===== config.mk =====
export PLATFORM = sky130hd
export DESIGN_NAME = instr_fetch_sequencer
export DESIGN_NICKNAME = d
export VERILOG_FILES = /design/src/rtl/instr_fetch_sequencer.sv
export SDC_FILE = /design/constraint.sdc
export NUM_CORES = 1
export LEC_CHECK = 0
export ABC_AREA = 1
export ABC_CLOCK_PERIOD_IN_PS = 2600
export CAP_MARGIN = 20
export CORE_MARGIN = 4
export CORE_UTILIZATION = 46
export DETAILED_ROUTE_END_ITERATION = 10
export PLACE_DENSITY = 0.79
export SLEW_MARGIN = 20
export SYNTH_ARGS = -nofsm -noshare
export SYNTH_HDL_FRONTEND = slang
export SYNTH_SLANG_ARGS = --single-unit

===== constraint.sdc =====
create_clock -name Clock -period 2.6 [get_ports Clock]
set_input_delay 0.52 -clock Clock [delete_from_list [all_inputs] [get_ports Clock]]
set_output_delay 0.52 -clock Clock [all_outputs]
set_load 0.02 [all_outputs]

===== src/rtl/instr_fetch_sequencer.sv =====
// Byte-serial instruction fetch: reads three bytes from a synchronous-read memory, presents a 24-bit instruction.
// Optional FETCH_PERFCNT_EN adds saturating FetchCount / StallCount outputs.
module instr_fetch_sequencer #(
  parameter int                ADDR_W    = 24,
  parameter int                MEM_DEPTH = 128,
  parameter logic [ADDR_W-1:0] RESET_PC  = '0
) (
  input  logic              Clock,
  input  logic              Reset,
  input  logic              Redirect,
  input  logic [ADDR_W-1:0] RedirectPC,
  output logic [ADDR_W-1:0] MemAddr,
  output logic              MemRdEn,
  input  logic [7:0]        MemRdData,
  output logic [23:0]       Instruction,
  output logic [ADDR_W-1:0] InstrPC,
  output logic              InstrValid,
  input  logic              InstrReady,
  output logic              FetchFault
`ifdef FETCH_PERFCNT_EN
  ,
  output logic [15:0]       FetchCount,
  output logic [15:0]       StallCount
`endif
);

  typedef enum logic [2:0] {
    S_IDLE,
    S_ISSUE,
    S_CAP0,
    S_CAP1,
    S_CAP2,
    S_VALID,
    S_FAULT
  } state_t;

  state_t            state;
  state_t            state_nxt;
  logic [ADDR_W-1:0] pc;
  logic [ADDR_W-1:0] pc_inc1;
  logic [ADDR_W-1:0] pc_inc2;
  logic [ADDR_W-1:0] pc_inc3;
  logic [ADDR_W:0]   pc_end;
  logic              out_of_range;
  logic              accept;

  assign pc_inc1 = pc + ADDR_W'(1);
  assign pc_inc2 = pc + ADDR_W'(2);
  assign pc_inc3 = pc + ADDR_W'(3);

  // One extra bit so a PC near the top of the address space faults rather than wrapping into range.
  assign pc_end       = {1'b0, pc} + (ADDR_W+1)'(2);
  assign out_of_range = (pc_end >= (ADDR_W+1)'(MEM_DEPTH));
  assign accept       = (state == S_VALID) && InstrReady;

  always_ff @(posedge Clock or posedge Reset) begin
    if (Reset) begin
      state <= S_IDLE;
    end else begin
      state <= state_nxt;
    end
  end

  // Memory strobes are decoded from the current state; data lands in the following state.
  always_comb begin
    state_nxt = state;
    MemRdEn   = 1'b0;
    MemAddr   = '0;
    case (state)
      S_IDLE: begin
        state_nxt = S_ISSUE;
      end
      S_ISSUE: begin
        if (out_of_range) begin
          state_nxt = S_FAULT;
        end else begin
          MemRdEn   = 1'b1;
          MemAddr   = pc;
          state_nxt = S_CAP0;
        end
      end
      S_CAP0: begin
        MemRdEn   = 1'b1;
        MemAddr   = pc_inc1;
        state_nxt = S_CAP1;
      end
      S_CAP1: begin
        MemRdEn   = 1'b1;
        MemAddr   = pc_inc2;
        state_nxt = S_CAP2;
      end
      S_CAP2: begin
        state_nxt = S_VALID;
      end
      S_VALID: begin
        if (InstrReady) begin
          state_nxt = S_ISSUE;
        end
      end
      S_FAULT: begin
        state_nxt = S_FAULT;
      end
      default: begin
        state_nxt = S_IDLE;
      end
    endcase
    if (Redirect) begin
      state_nxt = S_ISSUE;
    end
  end

  // Redirect overrides everything; bytes already captured are simply left behind and overwritten.
  always_ff @(posedge Clock or posedge Reset) begin
    if (Reset) begin
      pc          <= RESET_PC;
      Instruction <= '0;
      InstrPC     <= '0;
      InstrValid  <= 1'b0;
      FetchFault  <= 1'b0;
    end else if (Redirect) begin
      pc         <= RedirectPC;
      InstrValid <= 1'b0;
      FetchFault <= 1'b0;
    end else begin
      case (state)
        S_ISSUE: begin
          if (out_of_range) begin
            FetchFault  <= 1'b1;
            Instruction <= '0;
          end
        end
        S_CAP0: Instruction[23:16] <= MemRdData;
        S_CAP1: Instruction[15:8]  <= MemRdData;
        S_CAP2: begin
          Instruction[7:0] <= MemRdData;
          InstrPC          <= pc;
          InstrValid       <= 1'b1;
        end
        S_VALID: begin
          if (InstrReady) begin
            pc         <= pc_inc3;
            InstrValid <= 1'b0;
          end
        end
        default: ;
      endcase
    end
  end

`ifdef FETCH_PERFCNT_EN
  function automatic logic [15:0] sat_inc(input logic [15:0] v);
    return (v == 16'hFFFF) ? v : v + 16'd1;
  endfunction

  // Counters ignore Redirect: a redirected handshake still counts as an accepted fetch.
  always_ff @(posedge Clock or posedge Reset) begin
    if (Reset) begin
      FetchCount <= '0;
      StallCount <= '0;
    end else begin
      if (accept) begin
        FetchCount <= sat_inc(FetchCount);
      end
      if ((state == S_VALID) && !InstrReady) begin
        StallCount <= sat_inc(StallCount);
      end
    end
  end
`endif

endmodule


**Yosys cells after proc, flatten, opt, wreduce, memory -nomap -nowiden**

Cells that the tools add are included.

- Register bits after elaboration: 77
- Logic and storage cells: 60
- Output and inout port bits: 75

- Bitwise logic cells: 1
- Muxes and demuxes: 21
- Order comparisons: 1
- $add $sub $neg: 4
- Eq/ne operators: 8
- Reduce and logical (&&, ||, !) cells: 17

Operator list:

| operator | number |
|---|---|
| $mux W24 | 5 |
| $pmux W24 S3 | 1 |
| $add A24 B2 Y24 const B | 2 |
| $pmux W8 S2 | 3 |
| $add A24 B2 Y25 const B | 1 |
| $ge A25 B8 Y1 const B | 1 |
| $add A24 B1 Y24 const B | 1 |
| $pmux W3 S7 | 1 |
| $reduce_bool A2 Y1 | 7 |
| $eq A3 B3 Y1 const B | 3 |
| $mux W3 | 3 |
| $reduce_and A3 Y1 | 3 |
| $reduce_and A2 Y1 | 4 |
| $eq A3 B2 Y1 const B | 2 |
| $mux W1 | 6 |
| $pmux W1 S2 | 2 |
| $eq A3 B1 Y1 const B | 1 |
| $logic_not A3 Y1 | 1 |
| $ne A3 B3 Y1 const B | 1 |
| $reduce_bool A3 Y1 | 1 |
| $ne A2 B2 Y1 const B | 1 |
| $reduce_or A2 Y1 | 1 |
| $not A1 Y1 | 1 |

**Depth between registers and ports, before layout**

Gate-level depths: netlist (run 1).

- Depth in word-level cells: 5
- Mapped depth: 16
- Gate-level depth less buffers: 15

**Worst setup path before layout (run 1)**

No wires, ideal clock.

- Path kind: register to output
- From: reg pc[2]
- To: out MemAddr[1]
- Stages on the path, launching flop included: 14
- Arrival: 2204 ps
- Buffers on the path: 0
- Required time: 2080 ps
- Path slack: -124 ps
- Cell sequence: dfrtp_1 -> ha_1 -> inv_2 -> nor2_2 -> nand2_1 -> nand2_1 -> nand2_1 -> nor2_1 -> nand2_1 -> nor2_1 -> nand2_1 -> nor2_4 -> nand3_4 -> o21ai_0

- Cells in the longest elaborated chain, start to end: 4

RTL lines:

| item | RTL line | RTL |
|---|---|---|
| start: declaration | 39 | `logic [ADDR_W-1:0] pc;` |
| start signal: assignment | 121 | `pc <= RedirectPC;` |
| start signal: assignment | 141 | `pc <= pc_inc3;` |
| $add A24 B2 Y25 | 52 | `assign pc_end = {1'b0, pc} + (ADDR_W+1)'(2);` |
| $ge A25 B8 Y1 | 53 | `assign out_of_range = (pc_end >= (ADDR_W+1)'(MEM_DEPTH));` |
| $mux W24 | 74 | `if (out_of_range) begin` |
| $pmux W24 S3 | 69 | `case (state)` |
| end: declaration | 12 | `output logic [ADDR_W-1:0] MemAddr,` |

Every way passes these cells.

**Final worst setup path (run 1)**

- From: reg pc[15]
- To: out MemAddr[6]

Same word-level chain as after synthesis.

==> impl_metrics.py, run 1 <==
metrics = {
    "grt": {
        "global_route.usage.met3_pct": 5.000,
        "grt_busiest_layer": "met2",
        "grt_use_met2_pct": 51.08,
        "grt_pass1_vias": 5960,
        "grt_max_degree": 78,
        "grt_usage_pct": 32.35,
        "grt-ovfl-total": 0,
        "met1_usage_pct": 45.61,
        "grt_pass1_wl_um": 31830,
        "grt_antenna_before_repair": 0,
    },
    "flow_run": {
        "cap_violations": 0,
    },
    "setup_path": {
        "cp_top_family": "simple AND/OR/NAND/NOR gates",
        "crit_chain": "nand2_1 > nor2_1 > nand2_1 > nor2_4 > nand2_1 > xor2_2 > buf_12 > nor2_4 > nand3_4 > nand2_2 > nand2_1 > o21ai_1 > buf_4",
        "required_ns": 2.08,
        "worstPathMaxFanout": 5,
        "r2r_slack_ns": 0.02,
        "r2r-start": "pc[15]",
        "crit_path_end_kind": "output pin",
        "slowest_delay_ns": 0.46,
        "crit_buf_inv": 2,
        "r2r-end": "Instruction[7]",
        "timing.critical_path.mode_cell": "nand2_1",
        "worstSetupStartpointType": "register",
        "rr_worst_depth": 15,
        "critPathArrivalTime_ns": 2.59,
        "crit_slowest_cell": "dfrtp_2",
        "critPathKind": "register to output pin",
    },
    "timing": {
        "whs_ns": 0.4878,
        "max-slew-margin-rel_pct": 66.05,
        "setup_slack_ns": -0.5143,
        "tightest_slew_ns": 0.5073,
        "rsz0062_at_grt": "true",
        "maxSlewViolCount": 0,
        "hold_viol": 0,
        "skew_ns": 0.01382,
        "period_needed_ns": 3.114,
        "period_share_pct": 119.8,
        "finalSetupViolations": 25,
        "fmax_mhz": 321.1,
    },
    "drt": {
        "wl_per_cell_um": 19.41,
        "vias_per_cell": 5.691,
        "dr.pass1.iters": 5,
        "wl_um": 21600,
        "vias": 6334,
        "drt_iter0_drc": 705,
        "ant_nets": 0,
        "drc": 0,
    },
    "clock_network": {
        "cts_root_buffer": "clkbuf_8",
        "htreeDepth": 3,
        "cts_sinks": 77,
        "cts_tree": "built",
        "clock_latency_ns": 0.37,
        "cts_made_buffers": 9,
        "clkTransAtPathRegs_ns": 0.09,
        "cts_hold_buf": 0,
        "clk_path_buf_depth": 2,
    },
    "cells_and_area": {
        "final_area_um2": 8248,
        "area_delta_synth_final_pct": 66.76,
        "fillers": 722,
        "final_layout_size_suffix_gt1_share_pct": 36.95,
        "fin_cells": 1113,
        "finalNetCount": 1012,
        "antennaDiodeCount": 0,
    },
    "placement": {
        "place_area_um2": 7207,
        "numPortBuffers": 110,
        "finalWeightedCongestion": 1.033,
        "place_hpwl_um": 15800,
        "dp_cells": 1055,
        "dp_slack_ns": -0.5539,
    },
    "yosys": {
        "synth.largest_area_cell": "dfrtp_1",
        "ys.flop_type": "dfrtp_1",
        "synth_nets": 728,
        "ys_top_cells_by_count": "nand2_1, dfrtp_1, o21ai_0",
        "syn_area_um2": 4946,
        "yosys_register_bits": 77,
        "synth_compound_area_share_pct": 18.49,
        "synth_edf_count": 0,
        "avgSynthCellArea_um2": 7.189,
        "ys_seq_area_share_pct": 38.96,
        "synth_area_leaders": "dfrtp_1, nand2_1, o21ai_0",
        "synth_top_family_by_area": "simple AND/OR/NAND/NOR gates",
        "synth_top_cell_area_share_pct": 38.96,
        "synth_most_common_cell": "nand2_1",
        "synth_cells": 688,
        "synth_warnings": 0,
        "ys_types": 45,
        "yosys.area_share.adder_pct": 1.012,
        "synthSimpleGateAreaFrac_pct": 32.58,
        "synthMuxAreaShare_pct": 0,
        "synthXorXnorAreaFrac_pct": 1.771,
        "synthArstFlopShare_pct": 100.0,
    },
    "power": {
        "leakage_nw": 3.741,
        "ir_drop_mv": 0.6530,
        "finalPower_mw": 6.765,
        "power.density_nw_per_um2": 820.2,
    },
    "worst_hold_path": {
        "hold_path_class": "register to register",
        "holdPathStages": 2,
        "min_to": "InstrPC[22]",
        "hold_start": "InstrPC[22]",
    },
    "die": {
        "die_h_um": 111.7,
        "initial_utilization_pct": 47.48,
        "core_um2": 10420,
        "rows": 37,
        "dieArea_um2": 12470,
        "ios": 111,
        "die-width_um": 111.7,
    },
    "outcome": {
        "status": "complete, but fails checks",
        "violations": "setup timing",
    },
}
==> cells by family after synthesis <==
| logic type | count (synthesis) |
|---|---|
| xor gates and xnor gates | 10 |
| AOI/OAI and AO/OA | 158 |
| DFF | 77 |
| and+or+nand+nor | 353 |
| adders and majority gates | 4 |
| buffers and inverters | 86 |
==> worst max path at each step <==
| stage | slack, ns | cells past startpoint | startpoint | end |
|---|---|---|---|---|
| detailed placement | -0.55 | 14 | pc[2] | MemAddr[2] |
| finish | -0.51 | 13 | pc[15] | MemAddr[6] |
| floorplan | -0.12 | 13 | pc[2] | MemAddr[1] |
| global route | -0.60 | 16 | pc[1] | MemAddr[6] |
| CTS | -0.43 | 16 | pc[2] | MemAddr[6] |
| global placement | -0.46 | 16 | pc[2] | MemAddr[6] |
==> worst min-delay path: cells and delay by family, from the launching register on <==
family	cells	cell delay, ns
compound gates	1	0.06
simple gates	1	0.05
flops	1	0.35
==> metal layers <==
metal  routed length (µm)  up-vias  part of all wire (%)
li1                     -     2869                     -
met1                 8796     3023                    41
met2                 9989      372                    46
met3                 2164       70                    10
met4                  652        0                   3.0
met5                    0        -                     0
==> layout make-up <==
cell class | instances | area, µm² | area share [%]
Sequential cell | 77 | 1938 | 23.50
Clock inverter | 5 | 66.31 | 0.8040
Tap cell | 136 | 170.2 | 2.063
Multi-Input combinational cell | 527 | 3110 | 37.71
Inverter | 59 | 239.0 | 2.897
Timing Repair Buffer | 298 | 2582 | 31.31
Clock buffer | 11 | 141.4 | 1.714
==> power by group <==
group	internal, mW	total [mW]	switching, mW	leakage (nW)
registers	1.56	1.85	0.293	0.963
clock network	0.484	0.981	0.497	0.102
logic	1.74	3.93	2.19	2.68
==> per-stage QoR <==
stage	util, %	setup TNS (ns)
floorplan	-	-0.4944
global placement	69.19	-5.871
detailed placement	69.19	-6.809
CTS	73.29	-4.385
global route	79.18	-8.874
finish	79.18	-6.965
==> cells in the final DEF (no fill, tap or decap), types with 7 or more instances in the layout <==
cell type          n
clkdlybuf4s50_1   85
nor2_4            26
nand2_4           11
inv_1             47
o21ai_2            8
nand2_1          164
nor2_2             8
clkbuf_8          10
a21oi_1           19
nor2_1            50
buf_6             24
dfrtp_2            9
o21ai_0           56
xor2_1             9
nand3_2           11
dfrtp_1           68
nand3_1           33
nand2_2           27
nor3_1            11
buf_4            184
o22ai_1            7
o21ai_1           23
==> flip-flops by register name, summed over array words and instances, names as in the netlist <==
register     flops
FetchFault       1
Instruction     24
state            3
InstrPC         24
InstrValid       1
pc              24
==> repair_timing <==
action | in CTS | in global routing
resized for setup | 178 | 112
setup buffers | 9 | 31
setup endpoints to repair | 25 | 29
gates cloned | 1 | 1
pin swaps | 22 | 42
No activity file was read; power rests on OpenSTA's default activity.
==> run 2, diff against run 1 <==
--- a/config.mk
+++ b/config.mk
@@ -7,10 +7,10 @@
 export LEC_CHECK = 0
 export ABC_AREA = 1
 export ABC_CLOCK_PERIOD_IN_PS = 2600
-export CAP_MARGIN = 20
 export CORE_MARGIN = 4
 export CORE_UTILIZATION = 46
 export DETAILED_ROUTE_END_ITERATION = 10
+export HOLD_SLACK_MARGIN = 0.06
 export PLACE_DENSITY = 0.79
 export SLEW_MARGIN = 20
 export SYNTH_ARGS = -nofsm -noshare
==> results of run 2 <==
Same layout as run 1: the final DEF is identical, and so are final timing and power.
